==> config.mk <==
export PLATFORM = sky130hd
export DESIGN_NAME = bit_serializer
export DESIGN_NICKNAME = d
export VERILOG_FILES = /design/src/rtl/bit_serializer.sv
export SDC_FILE = /design/constraint.sdc
export NUM_CORES = 1
export LEC_CHECK = 0
export CORE_UTILIZATION = 35
export CTS_BUF_LIST = sky130_fd_sc_hd__clkbuf_4
export DETAILED_ROUTE_END_ITERATION = 16
export PLACE_DENSITY = 0.56
export SLEW_MARGIN = 20
export SYNTH_ARGS = -nofsm -noshare
export SYNTH_HDL_FRONTEND = slang
export SYNTH_SLANG_ARGS = --single-unit
==> constraint.sdc <==
create_clock -name clk -period 4.8 [get_ports clk]
set_input_delay 0.96 -clock clk [delete_from_list [all_inputs] [get_ports clk]]
set_output_delay 0.96 -clock clk [all_outputs]
set_load 0.02 [all_outputs]
==> src/rtl/bit_serializer.sv <==
// Parallel-to-serial converter with a one-word holding buffer, so that
// back-to-back words leave the block as one gapless bit stream.
module bit_serializer #(
   parameter int   WIDTH     = 8,
   parameter int   MSB_FIRST = 1,
   parameter logic IDLE_BIT  = 1'b0
) (
   input  logic             clk,
   input  logic             rst,
   input  logic [WIDTH-1:0] data_in,
   input  logic             load_valid,
   output logic             load_ready,
   output logic             dout,
   output logic             bit_valid,
   output logic             frame_last,
   output logic             busy
);

   localparam int            CW   = $clog2(WIDTH);
   localparam logic [CW-1:0] LAST = CW'(WIDTH - 1);

   typedef enum logic {IDLE, SHIFT} state_t;

   state_t           r_state;
   state_t           w_nextState;
   logic [WIDTH-1:0] r_sreg;
   logic [WIDTH-1:0] r_hold;
   logic [WIDTH-1:0] w_shifted;
   logic [CW-1:0]    r_cnt;
   logic             r_holdFull;
   logic             w_transfer;
   logic             w_lastBit;

   assign w_transfer = load_valid && !r_holdFull;
   assign w_lastBit  = (r_state == SHIFT) && (r_cnt == LAST);
   assign w_shifted  = (MSB_FIRST != 0) ? {r_sreg[WIDTH-2:0], 1'b0}
                                        : {1'b0, r_sreg[WIDTH-1:1]};

   always_ff @(posedge clk or negedge rst) begin
      if (!rst) begin
         r_state <= IDLE;
      end else begin
         r_state <= w_nextState;
      end
   end

   // Leave SHIFT only when the last bit goes out with nothing queued behind it.
   always_comb begin
      w_nextState = r_state;
      case (r_state)
         IDLE: begin
            if (w_transfer) begin
               w_nextState = SHIFT;
            end
         end
         SHIFT: begin
            if (w_lastBit && !r_holdFull && !w_transfer) begin
               w_nextState = IDLE;
            end
         end
         default: w_nextState = IDLE;
      endcase
   end

   always_ff @(posedge clk or negedge rst) begin
      if (!rst) begin
         r_sreg     <= '0;
         r_hold     <= '0;
         r_holdFull <= 1'b0;
         r_cnt      <= '0;
      end else begin
         case (r_state)
            IDLE: begin
               if (w_transfer) begin
                  r_sreg <= data_in;
                  r_cnt  <= '0;
               end
            end
            SHIFT: begin
               if (w_lastBit) begin
                  r_cnt <= '0;
                  // The held word has priority; a fresh word may bypass the holding register.
                  if (r_holdFull) begin
                     r_sreg     <= r_hold;
                     r_holdFull <= 1'b0;
                  end else if (w_transfer) begin
                     r_sreg <= data_in;
                  end else begin
                     r_sreg <= w_shifted;
                  end
               end else begin
                  r_sreg <= w_shifted;
                  r_cnt  <= r_cnt + CW'(1);
                  if (w_transfer) begin
                     r_hold     <= data_in;
                     r_holdFull <= 1'b1;
                  end
               end
            end
            default: begin
               r_cnt <= '0;
            end
         endcase
      end
   end

   always_comb begin
      dout       = IDLE_BIT;
      bit_valid  = 1'b0;
      frame_last = 1'b0;
      if (r_state == SHIFT) begin
         dout       = (MSB_FIRST != 0) ? r_sreg[WIDTH-1] : r_sreg[0];
         bit_valid  = 1'b1;
         frame_last = (r_cnt == LAST);
      end
      busy       = (r_state == SHIFT) || r_holdFull;
      load_ready = !r_holdFull;
   end

endmodule

Word level (Yosys, flattened, before mapping)
Index checks and enable logic that the tools add are counted.
Word-level totals
  output and inout bits: 5
  word-level logic and storage cells: 36
  input port bits: 11
  flip-flop bits (word level): 21
Cells by class
  bitwise gates (word level): 2
  add/subtract/negate cells: 1
  mux-type cells: 16
  reduce and logical (&&, ||, !) cells: 10
  equality and inequality tests: 2
Operator list (count)
  8-bit 2-to-1 mux: 4
  8-bit case mux with 2 select lines: 1
  1-bit 2-to-1 mux: 7
  3-bit 2-to-1 mux: 2
  3-bit case mux with 2 select lines: 1
  1-bit logical AND: 4
  3-bit by 1-bit adder with 3-bit output, second input constant: 1
  3-bit == test, second input constant: 1
  3-bit AND reduction: 1
  1-bit logical NOT: 2
  2-bit != test, second input constant: 1
  1-bit NOT: 2
  1-bit case mux with 2 select lines: 1
  2-bit AND reduction: 1
  2-bit nonzero test: 1
  1-bit logical OR: 1

Depth between registers and ports, before layout
  word-level depth: 6
  depth in mapped cells: 6
  mapped depth without buffers: 5

Worst setup path before layout
Ideal clock, no wire load.
  path type: reg2out
  start point: reg r_cnt[0]
  end point: out frame_last
  stages on the path, launching flop included: 5
  path slack: 2708 ps
  required time: 3840 ps
  arrival: 1132 ps
  path buffers: 0
  path through: dfrtp_1 > ha_1 > ha_1 > nand2_1 > inv_1
Between the ends
  word-level cells in the longest chain between the ends: 2
Ends and longest elaborated chain
  start: declaration: line 29  | logic [CW-1:0] r_cnt;
  start signal: assignment: line 93  | r_cnt <= r_cnt + CW'(1);
  3-bit == test: line 114  | frame_last = (r_cnt == LAST);
  1-bit 2-to-1 mux: line 111  | if (r_state == SHIFT) begin
  end: declaration: line 15  | output logic frame_last,
No other way between the ends.

Worst setup path after layout
  start point: reg r_state
  end point: out frame_last
Between the ends
  word-level cells in the longest chain between the ends: 1
Ends and longest elaborated chain
  start: declaration: line 24  | state_t r_state;
  start signal: assignment: line 43  | r_state <= w_nextState;
  1-bit 2-to-1 mux: line 111
No other way between the ends.

==> out/metrics.csv <==
stage,metric,value,unit
logic_synthesis,Area contributors post-synth,"dfrtp_1 (44%), mux2_4 (10%), mux2i_1 (6.7%)",
sta,Worst Skew,0.0125,ns
global_routing,antenna violations before repair,0,
clock_network,"Setup Fix Bufs, Post-CTS",0,
final_layout,Area Growth Syn to Fin,15.8,%
critical_path,crit path DAT,2.33,ns
route,WL met3,68,µm
clock_network,hold-fix buffer count after cts,0,
critical_path,crit end category,output pin,
global_routing,first-pass GRT wire length,4000,µm
clock_network,number of H-tree levels,1,
clock_network,CTS tree,done,
logic_synthesis,Syn. warnings,0,
clock_network,clk root buf,clkbuf_4,
logic_synthesis,#FFs+latches synth,21,
logic_synthesis,Mapped Cells,105,
pwr,Internal Power,530,µW
hold_path,Worst Hold Class,flop to flop,
clock_network,total CTS buffers,3,
route,final WL,2410,µm
sta,period utilization,68.6,%
route,via count,839,
die,Starting Density,37.8,%
route,number of DRC markers in iteration 0,18,
logic_synthesis,number of synthesized flops with an enable pin,0,
run_status,status,"complete, no violations",
logic_synthesis,post-synth cell types,26,
final_layout,filler instances,328,
place,IO Port Bufs,15,
die,Die Ht,60.4,µm
logic_synthesis,mapped cell area,1190,µm²
sta,Final Max Tran Viols,0,
route,drt drc,0,
logic_synthesis,top cell type's share of synthesized area,44.1,%
logic_synthesis,Syn Area/Cell,11.4,µm²
pwr,PwrDens,612,nW/µm²
sta,Slew headroom,37.0,%
place,HPWL Detailed,1580,µm
clock_network,"Clk Latency, worst-skew pair",0.31,ns
pwr,Comb pwr share,47.5,%
final_layout,area of the multi-input gates,609,µm²
place,placed cell area,1350,µm²
pwr,Sw Ratio,37.3,%
die,CORE AREA,3150,µm²
global_routing,vias in the first global route,838,
logic_synthesis,most frequent cell after synthesis,dfrtp_1,
sta,RSZ-0062 raised after global routing,no,
route,met2 WL,1110,µm
pwr,Clock Power Share,10.8,%
global_routing,grt ovf,0,
clock_network,CTS resizes,0,
clock_network,"Reg clk slew, reported paths",0.11,ns
place,Placed Cells incl. Taps,158,
final_layout,Sequential Area,526,µm²
route,vias per cell,5.18,
pwr,Reg power frac,41.7,%
place,GPL Wtd Cong,0.738,
pwr,leakage power,0.000590,µW
logic_synthesis,sequential share of the synthesized area,44.1,%
route,ANT nets after route,0,
route,DR WL/cell,14.9,µm
critical_path,Worst setup SP type,flop,
logic_synthesis,Main synth FF type,dfrtp_1,
route,Detailed Routing Iterations Pass 1,4,
die,Die Wd,60.4,µm
final_layout,fin area,1380,µm²
sta,Max Clk Rate,0.304,GHz
die,row count,20,
critical_path,FF-to-FF setup slack,2.91,ns
sta,final setup vio count,0,
critical_path,Worst Path Required,3.84,ns
critical_path,Crit Path Max Fanout,28,
sta,Worst-Margin Slew,0.942,ns
logic_synthesis,"top cells by count, synth","dfrtp_1 (21), mux2_4 (8), mux2i_1 (8), nor2_1 (8)",
run,max_cap viols,0,
final_layout,final net count,132,
route,WL met1,1200,µm
pwr,maximum vdd drop,0.195,mV
die,die area,3640,µm²
route,Top Metal Used,met4,
critical_path,critical path class,flop to output pin,
global_routing,largest net degree at the start of global routing,29,
sta,"Hold Vio Cnt, Final",0,
clock_network,Sink Count,21,
sta,Tmin final,3.29,ns
global_routing,Overall Global Routing Usage,14.9,%
final_layout,ANT cells,0,
pwr,Switch Pwr,316,µW
logic_synthesis,net count after synthesis,118,
final_layout,final non-filler cell total,162,
logic_synthesis,leading area contributor after synthesis,dfrtp_1,
clock_network,CTS Buffer Depth,2,
die,I/O pin cnt,16,
final_layout,fraction of layout cells with a size suffix above 1,20.3,%
final_layout,"Core Util, Final",43.8,%
sta,Fin Setup TNS,0,ns
logic_synthesis,Async SR Flop Fraction,100,%
## metrics by stage
| step | setup WS (ns) | hold slack [ns] | total power (µW) |
|---|---|---|---|
| after floorplan | 2.71 | 0.481 | 654 |
| after global placement | 1.88 | 0.499 | 747 |
| after detailed placement | 1.85 | 0.493 | 758 |
| after CTS | 1.50 | 0.529 | 852 |
| after global routing | 1.38 | 0.551 | 908 |
| final | 1.51 | 0.537 | 845 |
## power groups by stage
stage	sequential, µW	combinational (µW)	clock [µW]
after CTS	351	404	96.6
after detailed placement	353	405	0
after floorplan	319	335	0
after global placement	352	396	0
after global routing	362	442	105
final	352	402	91.4
## worst max-delay path, cell delays in order, from the launching register on
cell,delay (ns)
dfrtp_1,0.85
nand2_1,0.45
inv_1,0.13
clkdlybuf4s50_1,0.61
## cell families (layout without fill, tap and decap cells)
kind of cell	Yosys count	in the layout	share of synthesized area, %
AOI/OAI and AO/OA	21	21	13.1
muxes	23	23	23.4
buffers and inverters	9	22	4.83
adders and majority gates	2	2	2.10
and+or+nand+nor	29	29	12.5
DFF	21	21	44.1
## layer usage
metal / vias up / track usage [%]
met5: - / 0
met4: 0 / 5.98
met3: 4 / 2.77
met2: 12 / 23.7
met1: 416 / 20.1
li1: 407 / -
## cell type report
type | count | share of cell area (%)
Sequential cell | 21 | 38.0
Tap cell | 44 | 3.99
Clock buffer | 4 | 2.17
Inverter | 3 | 0.815
Timing Repair Buffer | 15 | 10.9
Multi-Input combinational cell | 75 | 44.1
## layout by cell type, fill, tap and decap left out
cell type / netlist / final
nor2_1: 8 / 8
and2_1: 1 / 1
dfrtp_1: 21 / 21
mux2_2: 7 / 7
mux2i_1: 8 / 8
a22oi_1: 1 / 1
a21boi_0: 7 / 7
nor2b_4: 1 / 1
inv_2: 1 / 1
or2_2: 1 / 1
clkbuf_4: 0 / 4
a21o_1: 1 / 1
nor3_1: 7 / 7
o22ai_1: 2 / 2
nand3_1: 1 / 1
clkdlybuf4s50_1: 0 / 15
ha_1: 2 / 2
o32ai_1: 7 / 7
and3_4: 1 / 1
nand2b_1: 1 / 1
nand2_1: 7 / 7
o21ai_0: 3 / 3
inv_1: 2 / 2
or3b_2: 1 / 1
mux2_4: 8 / 8
## worst paths after layout
path,start,to,cells past startpoint
min in group asynchronous,rst,r_sreg[4],1
max in group asynchronous,rst,r_cnt[2],1
setup reg to reg,r_cnt[0],r_hold[7],5
hold / removal,r_hold[0],r_hold[0],1
setup / recovery,r_state,frame_last,3
hold reg to reg,r_hold[0],r_hold[0],1
## flip-flops by register name, indices dropped and copies added (netlist names)
name and count:
r_cnt 3, r_hold 8, r_holdFull 1, r_sreg 8, r_state 1
Note: power is estimated with default switching activity, not from simulation.
